## src/rtl/mopshub_sched_pkg.sv

```systemverilog
// mopshub_sched_pkg: shared sizes and FSM encoding for the channel mux scheduler
package mopshub_sched_pkg;
  localparam int N_CH = 16;
  localparam int SEL_W = 5;
  localparam int IDX_W = 4;
  typedef enum logic [1:0] {IDLE, LATCH, PRESENT, ACK} state_t;
endpackage

```

## src/rtl/rr_pick16.sv

```systemverilog
// rr_pick16: rotate-and-priority-encode, first eligible channel after last
module rr_pick16
  import mopshub_sched_pkg::*;
(
  input  logic [N_CH-1:0]  elig,
  input  logic [IDX_W-1:0] last,
  output logic [IDX_W-1:0] idx,
  output logic             found
);
  // scan from the farthest offset down so the nearest one after last wins
  always_comb begin
    idx = '0;
    found = 1'b0;
    for (int i = N_CH - 1; i >= 0; i--)
      if (elig[last + IDX_W'(i) + 1'b1]) begin
        idx = last + IDX_W'(i) + 1'b1;
        found = 1'b1;
      end
  end
endmodule

```

## src/rtl/mux16_rr_scheduler.sv

```systemverilog
// mux16_rr_scheduler: round-robin control of the registered 16:1 channel mux
module mux16_rr_scheduler
  import mopshub_sched_pkg::*;
#(
  parameter int TIMEOUT_CYC = 255
) (
  input  logic             clk,
  input  logic             rst,
  input  logic [N_CH-1:0]  req,
  input  logic [N_CH-1:0]  ch_mask,
  output logic [SEL_W-1:0] sel,
  output logic             out_valid,
  input  logic             out_ready,
  output logic [IDX_W-1:0] out_ch,
  output logic [N_CH-1:0]  ack,
  output logic             timeout_err,
  output logic             busy
);
  localparam int CNT_W = TIMEOUT_CYC > 1 ? $clog2(TIMEOUT_CYC + 1) : 1;
  localparam logic [CNT_W-1:0] TO_LAST = CNT_W'(TIMEOUT_CYC - 1);
  state_t state, state_nxt;
  logic [IDX_W-1:0] last, idx;
  logic [CNT_W-1:0] cnt;
  logic found, to_hit;
  rr_pick16 u_pick (.elig(req & ch_mask), .last(last), .idx(idx), .found(found));
  // cnt holds completed PRESENT cycles, so this is the last one allowed
  assign to_hit = (TIMEOUT_CYC != 0) && (cnt == TO_LAST);
  always_comb begin
    state_nxt = state == IDLE    ? (found ? LATCH : IDLE) :
                state == LATCH   ? PRESENT :
                state == PRESENT ? (out_ready ? ACK : to_hit ? IDLE : PRESENT) :
                                   IDLE;
  end
  // outputs are registered from the next state so they line up with it
  always_ff @(posedge clk or negedge rst) begin
    if (!rst) begin
      state <= IDLE;
      last <= '1;
      cnt <= '0;
      sel <= '0;
      out_ch <= '0;
      out_valid <= 1'b0;
      ack <= '0;
      timeout_err <= 1'b0;
      busy <= 1'b0;
    end else begin
      state <= state_nxt;
      cnt <= (state == PRESENT && state_nxt == PRESENT) ? cnt + 1'b1 : '0;
      if (state == IDLE && found) begin
        sel <= {{(SEL_W - IDX_W){1'b0}}, idx};
        out_ch <= idx;
      end
      if (state == PRESENT && state_nxt != PRESENT) last <= out_ch;
      out_valid <= state_nxt == PRESENT;
      ack <= state_nxt == ACK ? N_CH'(1) << out_ch : '0;
      timeout_err <= state == PRESENT && state_nxt == IDLE;
      busy <= state_nxt != IDLE;
    end
  end
endmodule

```

## config.mk

```make
export PLATFORM = sky130hd
export DESIGN_NAME = mux16_rr_scheduler
export DESIGN_NICKNAME = d
export VERILOG_FILES = /design/src/rtl/mopshub_sched_pkg.sv /design/src/rtl/rr_pick16.sv /design/src/rtl/mux16_rr_scheduler.sv
export SDC_FILE = /design/constraint.sdc
export NUM_CORES = 1
export LEC_CHECK = 0
export ABC_AREA = 1
export CAP_MARGIN = 25
export CORE_ASPECT_RATIO = 0.6
export CORE_UTILIZATION = 55
export DETAILED_ROUTE_END_ITERATION = 12
export PLACE_DENSITY = 0.83
export SETUP_SLACK_MARGIN = 0.4
export SLEW_MARGIN = 5
export SYNTH_ARGS = -nofsm -noshare
export SYNTH_HDL_FRONTEND = slang
export SYNTH_SLANG_ARGS = --single-unit
```

## constraint.sdc

```tcl
create_clock -name clk -period 5.9 [get_ports clk]
set_clock_uncertainty 0.05 [all_clocks]
set_input_delay 1.18 -clock clk [delete_from_list [all_inputs] [get_ports clk]]
set_output_delay 1.18 -clock clk [all_outputs]
set_load 0.01 [all_outputs]
```

## Word-level counts from Yosys, hierarchy flattened

Cells that the tools add are included.
W data, S select, Z words.

- $add $sub $neg: 31
- $lt $le $gt $ge: 16
- Equality and inequality tests: 6
- Shift operators: 1
- Mux-type cells: 72
- Bitwise operators: 1
- Reduce and logical (&&, ||, !) cells: 7

Operator list:

| kind | number |
|---|---|
| $lt A4 B5 Y1 const B | 16 |
| $add A4 B1 Y4 const B | 16 |
| $bmux W1 S4 | 16 |
| $mux W4 | 16 |
| $mux W1 | 33 |
| $add A4 B4 Y4 const B | 8 |
| $add A4 B3 Y4 const B | 4 |
| $and A16 B16 Y16 | 1 |
| $mux W16 | 1 |
| $shl A1 B4 Y16 const A | 1 |
| $mux W2 | 5 |
| $add A4 B2 Y4 const B | 2 |
| $add A8 B1 Y8 const B | 1 |
| $eq A8 B8 Y1 const B | 1 |
| $mux W8 | 1 |
| $eq A2 B2 Y1 const B | 3 |
| $logic_and A1 B1 Y1 | 4 |
| $logic_not A2 Y1 | 2 |
| $eq A2 B1 Y1 const B | 1 |
| $ne A2 B2 Y1 const B | 1 |
| $reduce_bool A2 Y1 | 1 |

- Flip-flop bits (word level): 37
- Bits of input ports: 35
- Output and inout port bits: 28
- Logic and storage cells: 142

## Longest topological paths before layout

Gate-level depths: netlist of run 1.

- Depth after elaboration: 25
- Gate-level depth with buffers: 30

## By module

From an unflattened synthesis of run 1, not the netlist that was laid out.

- Cells, all modules: 559
- Area, all modules: 3579.7 um^2

By module, submodules not included:

| module | instances | cells each | area an instance (um^2) | seq. area each (um^2) |
|---|---|---|---|---|
| rr_pick16 | 1 | 370 | 1845.5 | 0.0 |
| mux16_rr_scheduler | 1 | 189 | 1734.2 | 930.9 |

## Worst setup path before layout of run 1

OpenSTA, ideal clock, no wires.

- Path type: register to register
- From: reg last[1]
- To: reg last[1]
- Library setup time: 0.069 ns
- Arrival: 2.866 ns
- Path slack: 2.915 ns
- Stages on the path, launching flop included: 22
- Period minus slack after synthesis: 2.985 ns
- Cells stage by stage: dfstp_2 > inv_1 > buf_2 > ha_1 > clkbuf_2 > inv_1 > buf_2 > nand3_1 > nand2_1 > nor2_1 > a31oi_1 > nand2_1 > nand2_1 > nor4_1 > nand4_1 > nand3_2 > inv_4 > nor2_8 > nand2_8 > nand2_8 > nand2_2 > o21ai_2

- Longest elaborated chain between the ends: 24
- Elaborated cells on any way between the ends: 82
- Classes of those cells: add/sub: 30; eq/ne: 1; mux: 50; reduce/logical: 1

RTL lines:

| element | line | source |
|---|---|---|
| start: declaration | mux16_rr_scheduler.sv:22 | `logic [IDX_W-1:0] last, idx;` |
| start signal: assignment | mux16_rr_scheduler.sv:53 | `if (state == PRESENT && state_nxt != PRESENT) last <= out_ch;` |
| $add A4 B4 Y4 | rr_pick16.sv:15 | `if (elig[last + IDX_W'(i) + 1'b1]) begin` |
| $add A4 B1 Y4 | rr_pick16.sv:15 |  |
| $bmux W1 S4 | rr_pick16.sv:15 |  |
| $mux W1 (implied by the code) | rr_pick16.sv:15 |  |
| $mux W1 (15 in series) | rr_pick16.sv:15 |  |
| $mux W1 * | rr_pick16.sv:15 |  |
| $mux W1 * | mux16_rr_scheduler.sv:29 | `state_nxt = state == IDLE ? (found ? LATCH : IDLE) :` |
| $mux W2 * | mux16_rr_scheduler.sv:29 |  |
| $ne A2 B2 Y1 * | mux16_rr_scheduler.sv:53 |  |
| $logic_and A1 B1 Y1 * | mux16_rr_scheduler.sv:53 |  |

Every way passes the cells marked *; elsewhere a longest branch is shown, timed or not. The select of a mux whose other input is x is not followed.
A chain may end at the register's enable or synchronous reset.

## Worst setup path after layout of run 1

- From: reg last[0]
- To: reg last[0]

The elaborated chain is that of the path after synthesis.

==> results of run 1 <==
Yosys cell counts (7+ instances only):
master and number:
a21oi_1 39, nand3_2 8, nor2_1 42, nand2_2 11, o21ai_2 7, dfrtp_1 33
xor2_1 7, ha_1 10, nand2_1 156, o21ai_0 7, inv_1 42, nand3_1 87
worst max-delay path, stage by stage (launching register included):
cell and delay [ps]:
dfstp_2 940, inv_2 360, ha_1 740, inv_1 370
nand3_1 310, nand2_1 80, nor2_1 120, a31oi_1 70
nand2_1 190, nand2_1 260, nor4_2 230, nand4_1 150
nand3_2 190, inv_4 90, nor2_8 140, nand2_8 110
nand2_8 130, nand2_2 60, o21ai_2 70
cells in the final DEF (no fill, tap or decap), types with 3 or more instances in the layout:
cell type	netlist	layout
a21oi_1	39	39
o21ai_1	6	6
a31oi_1	5	5
nand2_8	3	3
dfstp_2	4	4
nor3_1	3	3
inv_2	5	5
nor2_1	42	42
dfrtp_1	33	33
nand3_1	87	87
o21ai_2	7	7
nand3_2	8	8
nand2_2	11	11
nor4_1	3	3
clkbuf_8	0	6
xor2_1	7	7
inv_1	42	42
o21ai_0	7	7
ha_1	10	10
nand2_1	156	156
clkdlybuf4s50_1	0	61
layout make-up:
class,count,area (µm²)
flip-flops and latches,37,931
fillers,528,1920
multi-input cells,416,2230
inverters,49,189
clock buffers,7,86.3
well taps,84,105
repair buffers,63,626
clock inverters,1,30.0
metrics by stage:
step	hold WS (ps)	instance area, µm²
CTS	454	4190
finish	448	4190
global route	479	4190
global placement	423	4080
floorplan	401	3480
detailed placement	444	4080
routing by layer:
metal | GRT usage (%) | wire length, µm
met5 | 7.94 | 28
met3 | 16.5 | 1740
met2 | 43.5 | 4310
met1 | 52.6 | 5190
met4 | 8.45 | 119
cell families after synthesis:
| logic type | Yosys count | share of synthesized area, % |
|---|---|---|
| fa+ha+maj | 10 | 3.59 |
| compound gates | 70 | 12.0 |
| simple gates | 322 | 43.7 |
| other cells | 1 | 0.108 |
| buf+inv | 67 | 9.34 |
| xor+xnor | 13 | 4.46 |
| flops | 37 | 26.7 |
registers in the layout (all words and copies together) (netlist names):
name         flops
ack             16
cnt              8
timeout_err      1
state            2
last             4
busy             1
out_ch           4
out_valid        1
worst paths after layout:
kind / to / cells after the start / slack [ps]
worst max-delay path: last[0] / 18 / 1170
worst min-delay path: cnt[0] / 1 / 450
worst max register to register: last[0] / 18 / 1170
worst min register to register: cnt[0] / 1 / 450
max in group asynchronous: last[0] / 2 / 4190
min in group asynchronous: ack[1] / 2 / 1260
==> summary.md, run 1 <==
| Metric | Value |
|---|---|
| # resized after CTS | `0` |
| Clock root buffer | `clkbuf_8` |
| # DRC | `0` |
| Prevailing post-synth register cell | `dfrtp_1` |
| Routed len/inst | `17.3 µm` |
| Reported max-cap violation count | `0` |
| Iter 0 DRT Violations | `602` |
| Antenna diode count | `0` |
| Num CTS Buffers | `5` |
| CP Class | `reg2reg` |
| GRT Total Usage | `35.2%` |
| Later-pin clock latency in the skew report | `300 ps` |
| Clock sink count | `37` |
| Post-CTS setup repair buffer count | `0` |
| Synth warn | `0` |
| RD Place Congestion | `1.03` |
| Max H-tree Level | `2` |
| Synth-to-layout area growth | `20.4%` |
| Sequential element share of the synthesized area | `26.7%` |
| Hold Path Origin | `cnt[0]` |
| Cells after synthesis | `520` |
| Setup slack after layout | `1170 ps` |
| Startpoint Class | `register` |
| CP required | `6090 ps` |
| First-pass GRT wire length | `17600 µm` |
| CTS tree | `built` |
| IO Pins | `63` |
| Synth top area share | `23.7%` |
| Dpl cells | `649` |
| Net Count, Synth | `565` |
| DIE WIDTH | `105 µm` |
| Worst R2R Start | `last[0]` |
| Asr flop ratio synth | `100%` |
| Final setup TNS | `0 ps` |
| Vias in the first global route | `3366` |
| CP max FO | `31` |
| Largest net degree at the start of global routing | `38` |
| Hold_buf cts | `0` |
| RSZ-0062 raised after global routing | `false` |
| Worst hold path class | `reg2reg` |
| Critical Path Source | `last[0]` |
| Initial core utilization | `57.0%` |
| Mean area per synthesized cell | `6.70 µm²` |
| Drt total wl | `11400 µm` |
| Period utilization | `80.2%` |
| #FFs+latches synth | `37` |
| Hold Violations, Final | `0` |
| Slew @ Worst Pin | `618 ps` |
| Reg clk slew, reported paths | `80 ps` |
| Min Tclk post-route | `4730 ps` |
| Share of cells above drive strength 1 | `11.5%` |
| ANT nets after route | `0` |
| Final setup violation count | `0` |
| Dpl ws | `1450 ps` |
| DRT Pass-1 Iters | `6` |
| CTS max path bufs | `2` |
| Die area | `0.00666 mm²` |
| Headroom to the max-slew limit | `58.8%` |
| Via Count | `3788` |
| Std cell rows | `22` |
| Nature of the critical path endpoint | `register` |
| Fmax | `211 MHz` |
| Fin util | `68.6%` |
| Detailed placer's ending HPWL | `8850 µm` |
| Final #Nets | `617` |
| Top cells by area, synth | `dfrtp_1 24%, nand2_1 17%, nand3_1 13%` |
| Cell Area, Synth | `0.00348 mm²` |
| Finished Layout Cells | `657` |
| Post-synth EDFFs | `0` |
| Critical path arrival | `4920 ps` |
| Die Y | `63.6 µm` |
| Vias per cell | `5.77` |
| Outcome | `finished clean` |
| Yosys cell types | `40` |
| Antenna violations before repair | `0` |
| CORE AREA | `0.00611 mm²` |
| Synth area leader | `dfrtp_1` |
| Pins Over Slew Limit | `0` |
| Overflow after GRT | `0` |
| IO Port Bufs | `61` |
Power of run 1 is left out: the tool's default activity adds up to more than one toggle a clock period on the data nets, which glitch-free logic cannot reach.
==> run 2: changes to the inputs <==
--- a/config.mk
+++ b/config.mk
@@ -8,9 +8,9 @@
 export ABC_AREA = 1
 export CAP_MARGIN = 25
 export CORE_ASPECT_RATIO = 0.6
-export CORE_UTILIZATION = 55
+export CORE_UTILIZATION = 49
 export DETAILED_ROUTE_END_ITERATION = 12
-export PLACE_DENSITY = 0.83
+export PLACE_DENSITY = 0.78
 export SETUP_SLACK_MARGIN = 0.4
 export SLEW_MARGIN = 5
 export SYNTH_ARGS = -nofsm -noshare
==> constraint.sdc (replaced) <==
create_clock -name clk -period 3.85 [get_ports clk]
set_clock_uncertainty 0.05 [all_clocks]
set_input_delay 0.77 -clock clk [delete_from_list [all_inputs] [get_ports clk]]
set_output_delay 0.77 -clock clk [all_outputs]
set_load 0.01 [all_outputs]
==> run 2 against run 1 <==
Against the previous run: die area increased by 12%; sequential share of layout area is 1.0 points lower; worst hold slack lost 10 ps; via count barely moved; utilization down 3.7 points; fmax grew 45%; clock-buffer cell count fell by 1; final area up 4.7%; first-iteration DRC count decreased by 21%; critical path depth decreased by 1.
==> summary.md, run 2 (synthesis results as in run 1) <==
| Metric | Value |
|---|---|
| Outcome | `finished clean (unchanged)` |
| Setup slack after layout | `592 ps (was 1170 ps)` |
| Overflow after GRT | `0 (unchanged)` |
| CP required | `4010 ps (was 6090 ps)` |
| Vias in the first global route | `3247 (was 3366)` |
| Std cell rows | `23 (was 22)` |
| Startpoint Class | `register (unchanged)` |
| ANT nets after route | `0 (unchanged)` |
| Worst path max stage delay | `560 ps (was 940 ps)` |
| Final #Nets | `628 (was 617)` |
| Critical path arrival | `3420 ps (was 4920 ps)` |
| Max reg flops | `16 (unchanged)` |
| Fill count | `598 (was 528)` |
| Smallest hold slack | `438 ps (was 448 ps)` |
| # DRC | `0 (unchanged)` |
| Reported max-cap violation count | `0 (unchanged)` |
| Commonest non-fill, non-tap cells in the layout | `155 x nand2_1, 85 x nand3_1, 61 x clkdlybuf4s50_1 (was 156 x nand2_1, 87 x nand3_1, 61 x clkdlybuf4s50_1)` |
| DRT Pass-1 Iters | `5 (was 6)` |
| Crit path max-delay family | `simple AND/OR/NAND/NOR gates (unchanged)` |
| Later-pin clock latency in the skew report | `280 ps (was 300 ps)` |
| Max H-tree Level | `2 (unchanged)` |
| DIE WIDTH | `111 µm (was 105 µm)` |
| Nature of the critical path endpoint | `register (unchanged)` |
| Slew @ Worst Pin | `514 ps (was 618 ps)` |
| Die Y | `67.3 µm (was 63.6 µm)` |
| CORE AREA | `0.00676 mm² (was 0.00611 mm²)` |
| Antenna diode count | `0 (unchanged)` |
| CP Class | `reg2reg (unchanged)` |
| Num CTS Buffers | `5 (unchanged)` |
| Largest net degree at the start of global routing | `38 (unchanged)` |
| Worst hold path class | `reg2reg (unchanged)` |
| Antenna violations before repair | `0 (unchanged)` |
| Die area | `0.00746 mm² (was 0.00666 mm²)` |
| Largest regs | `ack: 16 flops, cnt: 8 flops (unchanged)` |
| RD Place Congestion | `1.05 (was 1.03)` |
| Final setup violation count | `0 (unchanged)` |
| Routed len/inst | `16.1 µm (was 17.3 µm)` |
| Commonest non-fill, non-tap cell in the layout | `nand2_1 (unchanged)` |
| Via Count | `3791 (was 3788)` |
| Clock sink count | `37 (unchanged)` |
| Dpl ws | `400 ps (was 1450 ps)` |
| Hold Violations, Final | `0 (unchanged)` |
| CTS tree | `built (unchanged)` |
| Share of cells above drive strength 1 | `15.2% (was 11.5%)` |
| Drt total wl | `10800 µm (was 11400 µm)` |
| IO Pins | `63 (unchanged)` |
| CP max FO | `23 (was 31)` |
| CTS max path bufs | `2 (unchanged)` |
| Pins Over Slew Limit | `0 (unchanged)` |
| Count of buffer and inverter cells on the critical path | `4 (was 3)` |
| Largest Register | `ack (unchanged)` |
| First-pass GRT wire length | `16600 µm (was 17600 µm)` |
| Hold_buf cts | `0 (unchanged)` |
| Vias per cell | `5.65 (was 5.77)` |
| Headroom to the max-slew limit | `65.4% (was 58.8%)` |
| Slowest CP cell | `dfstp_2 (unchanged)` |
| Initial core utilization | `51.5% (was 57.0%)` |
| Iter 0 DRT Violations | `476 (was 602)` |
| Fin util | `64.9% (was 68.6%)` |
| Period utilization | `84.6% (was 80.2%)` |
| Fmax | `307 MHz (was 211 MHz)` |
| Detailed placer's ending HPWL | `8330 µm (was 8850 µm)` |
| GRT Total Usage | `29.0% (was 35.2%)` |
| Final setup TNS | `0 ps (unchanged)` |
| IO Port Bufs | `61 (unchanged)` |
| Crit path cell chain | `inv_4 > ha_4 > clkinvlp_4 > nand3_1 > nand3_2 > nand3_1 > nand2_2 > buf_4 > nor4_2 > nand4_1 > nand3_4 > inv_4 > nor2_8 > nand2_8 > nand2_8 > nand2_2 > o21ai_2 (was inv_2 > ha_1 > inv_1 > nand3_1 > nand2_1 > nor2_1 > a31oi_1 > nand2_1 > nand2_1 > nor4_2 > nand4_1 > nand3_2 > inv_4 > nor2_8 > nand2_8 > nand2_8 > nand2_2 > o21ai_2)` |
| Clock root buffer | `clkbuf_16 (was clkbuf_8)` |
| RSZ-0062 raised after global routing | `false (unchanged)` |
| Min Tclk post-route | `3260 ps (was 4730 ps)` |
| Synth-to-layout area growth | `26.1% (was 20.4%)` |
| Reg clk slew, reported paths | `60 ps (was 80 ps)` |
==> run 2: layer usage <==
metal | vias to the layer above | global-route usage [%] | routed length, µm
met5 | - | 0 | 0
met4 | 0 | 5.33 | 77
met3 | 11 | 10.3 | 1550
met2 | 232 | 39.1 | 4280
met1 | 1726 | 43.7 | 4910
li1 | 1822 | - | -
==> run 2: path summary, 6_finish.rpt <==
check / start / endpoint / slack (ps) / depth (start not counted)
max: last[0] / last[0] / 590 / 17
min: cnt[0] / cnt[0] / 440 / 1
max reg2reg: last[0] / last[0] / 590 / 17
min reg2reg: cnt[0] / cnt[0] / 440 / 1
max in group asynchronous: rst / last[3] / 2530 / 2
min in group asynchronous: rst / ack[14] / 860 / 2
==> run 2: repair_timing <==
item | 4_1_cts | 5_1_grt
setup buffers | 0 | 4
pin swaps | 0 | 6
setup endpoints to repair | 3 | 18
resized for setup | 1 | 17
==> run 2: worst register-to-register path: cells and delay by family, from the launching register on <==
| kind | cells | cell delay, ps |
|---|---|---|
| adder cells (fa/ha/maj) | 1 | 320 |
| AO/OA/AOI/OAI | 1 | 70 |
| flip-flops | 1 | 560 |
| buffers and inverters | 4 | 550 |
| AND/OR/NAND/NOR | 11 | 1640 |
==> run 2: metrics by stage <==
| step | area (µm²) | cells |
|---|---|---|
| final | 4390 | 671 |
| after global routing | 4390 | 671 |
| after CTS | 4280 | 667 |
| after detailed placement | 4130 | 659 |
| after global placement | 4130 | 659 |
| after floorplan | 3480 | 520 |
==> run 2: cell type report <==
cell class / count / area [µm²] / share of cell area, %
Multi-Input combinational cell: 416 / 2300 / 52.5
Sequential cell: 37 / 931 / 21.2
Timing Repair Buffer: 74 / 712 / 16.2
Inverter: 49 / 195 / 4.45
Clock buffer: 6 / 129 / 2.94
Tap cell: 87 / 109 / 2.48
Clock inverter: 2 / 10.0 / 0.228
Power of run 2 is left out for the same reason.
==> run 3: changes to the inputs <==
--- a/config.mk
+++ b/config.mk
@@ -8,9 +8,9 @@
 export ABC_AREA = 1
 export CAP_MARGIN = 25
 export CORE_ASPECT_RATIO = 0.6
-export CORE_UTILIZATION = 49
+export CORE_UTILIZATION = 54
 export DETAILED_ROUTE_END_ITERATION = 12
-export PLACE_DENSITY = 0.78
+export PLACE_DENSITY = 0.82
 export SETUP_SLACK_MARGIN = 0.4
 export SLEW_MARGIN = 5
 export SYNTH_ARGS = -nofsm -noshare
==> constraint.sdc (replaced) <==
create_clock -name clk -period 3.2 [get_ports clk]
set_clock_uncertainty 0.05 [all_clocks]
set_input_delay 0.64 -clock clk [delete_from_list [all_inputs] [get_ports clk]]
set_output_delay 0.64 -clock clk [all_outputs]
set_load 0.01 [all_outputs]
==> run 3 against run 2 <==
Against the previous run: die area down 9.0%; critical path type unchanged; first-iteration DRC count down 0.21%; critical path depth up 2; global-route usage up 7.4 points; critical endpoint is now out_valid; clock-buffer cell count unchanged; largest cell class unchanged; flip-flop and latch count unchanged.
==> summary.md, run 3 (synthesis results as in run 1) <==
| Metric | Value |
|---|---|
| CTS max path bufs | `2 (unchanged)` |
| Commonest non-fill, non-tap cells in the layout | `147 x nand2_1, 68 x nand3_1, 61 x clkdlybuf4s50_1 (was 155 x nand2_1, 85 x nand3_1, 61 x clkdlybuf4s50_1)` |
| ANT nets after route | `0 (unchanged)` |
| Pins Over Slew Limit | `0 (unchanged)` |
| Detailed placer's ending HPWL | `8590 µm (was 8330 µm)` |
| Worst reg2reg path endpoint | `out_valid (was last[0])` |
| Clock root buffer | `clkbuf_8 (was clkbuf_16)` |
| Largest regs | `ack: 16 flops, cnt: 8 flops (unchanged)` |
| RD Place Congestion | `1.03 (was 1.05)` |
| Routed len/inst | `18.0 µm (was 16.1 µm)` |
| First-pass GRT wire length | `18700 µm (was 16600 µm)` |
| Slew @ Worst Pin | `727 ps (was 514 ps)` |
| Reported max-cap violation count | `0 (unchanged)` |
| Antenna violations before repair | `0 (unchanged)` |
| Vias per cell | `6.00 (was 5.65)` |
| CP max FO | `6 (was 23)` |
| CP Class | `reg2reg (unchanged)` |
| CORE AREA | `0.00617 mm² (was 0.00676 mm²)` |
| Max H-tree Level | `2 (unchanged)` |
| Worst R2R Start | `last[0] (unchanged)` |
| Iter 0 DRT Violations | `475 (was 476)` |
| Die Y | `64.2 µm (was 67.3 µm)` |
| Via Count | `4226 (was 3791)` |
| Num CTS Buffers | `5 (unchanged)` |
| Final #Nets | `664 (was 628)` |
| Share of cells above drive strength 1 | `27.9% (was 15.2%)` |
| Later-pin clock latency in the skew report | `300 ps (was 280 ps)` |
| Headroom to the max-slew limit | `51.5% (was 65.4%)` |
| Max reg flops | `16 (unchanged)` |
| IO Port Bufs | `61 (unchanged)` |
| R2r worst-path depth | `19 (was 17)` |
| CP required | `3360 ps (was 4010 ps)` |
| Worst hold path class | `reg2reg (unchanged)` |
| Startpoint Class | `register (unchanged)` |
| IO Pins | `63 (unchanged)` |
| Critical Path Source | `last[0] (unchanged)` |
| DRT Pass-1 Iters | `7 (was 5)` |
| Die area | `0.00678 mm² (was 0.00746 mm²)` |
| GRT Total Usage | `36.4% (was 29.0%)` |
| Largest net degree at the start of global routing | `38 (unchanged)` |
| Period utilization | `94.6% (was 84.6%)` |
| DIE WIDTH | `106 µm (was 111 µm)` |
| Nature of the critical path endpoint | `register (unchanged)` |
| Std cell rows | `22 (was 23)` |
| Drt total wl | `12700 µm (was 10800 µm)` |
| Critical path arrival | `3190 ps (was 3420 ps)` |
| Hold Violations, Final | `0 (unchanged)` |
| Antenna diode count | `0 (unchanged)` |
| Fmax | `330 MHz (was 307 MHz)` |
| Critical path capture point | `out_valid (was last[0])` |
| # DRC | `0 (unchanged)` |
| Clock sink count | `37 (unchanged)` |
| Vias in the first global route | `3773 (was 3247)` |
| Final setup violation count | `0 (unchanged)` |
| Min Tclk post-route | `3030 ps (was 3260 ps)` |
| Hold_buf cts | `0 (unchanged)` |
| Largest Register | `ack (unchanged)` |
| Overflow after GRT | `0 (unchanged)` |
| Final setup TNS | `0 ps (unchanged)` |
| RSZ-0062 raised after global routing | `true (was false)` |
| Synth-to-layout area growth | `42.3% (was 26.1%)` |
| CTS tree | `built (unchanged)` |
| Outcome | `finished clean (unchanged)` |
| Initial core utilization | `56.5% (was 51.5%)` |
| Reg clk slew, reported paths | `70 ps (was 60 ps)` |
| Fill count | `423 (was 598)` |
| R2R Setup Slk | `170 ps (was 590 ps)` |
| Commonest non-fill, non-tap cell in the layout | `nand2_1 (unchanged)` |
-- run 3: worst min-delay path by stage --
stage,depth (start not counted),slack [ps],startpoint,to
CTS,1,430,cnt[0],cnt[0]
finish,1,470,cnt[0],cnt[0]
floorplan,0,290,rst,ack[0]
global route,1,490,cnt[0],cnt[0]
global placement,1,420,cnt[0],cnt[0]
detailed placement,1,430,cnt[0],cnt[0]
-- run 3: area by class of cell --
type,count,area (µm²),share of cell area (%)
clock buffers,6,72.6,1.46
clock inverters,2,35.0,0.707
inverters,49,206,4.17
multi-input cells,417,2610,52.6
flip-flops and latches,37,931,18.8
well taps,84,105,2.12
repair buffers,109,997,20.1
-- run 3: critical path, stage by stage, from the launching register on --
cell and delay (ps):
dfstp_2 600, inv_2 80, ha_4 290, buf_6 150, nand3_2 70, nand2_1 90
nor2_4 120, a31oi_4 50, buf_4 150, buf_4 120, nand2_1 80, nand2_1 130
nor4_2 160, nand4_1 150, nand3_2 140, inv_4 50, nor2_8 110, buf_6 130
inv_1 60, nor2_1 140
-- run 3: through the flow --
stage          setup WS, ps  std cells  hold slack [ps]  instance area, µm²  util, %
2_1_floorplan           343        520              294                3530        -
3_3_place_gp           87.5        668              425                4250     68.9
3_5_place_dp           1.71        668              426                4250     68.9
4_1_cts                 337        694              432                4680     75.9
5_1_grt                46.0        704              493                4960     80.4
6_report                173        704              471                4960     80.4
-- run 3: per-layer routing --
layer | vias to the layer above | wire length (µm) | global-route usage [%]
li1 | 1894 | - | -
met1 | 1979 | 5040 | 50.1
met2 | 300 | 5440 | 54.4
met3 | 53 | 1880 | 13.1
met4 | 0 | 340 | 8.51
met5 | - | 0 | 0
-- run 3: what timing repair did --
action | in CTS | in global routing
setup buffers | 17 | 10
gates cloned | 1 | 0
setup endpoints to repair | 20 | 20
gates resized for setup | 45 | 45
pin swaps | 26 | 20
Power of run 3 is left out for the same reason.
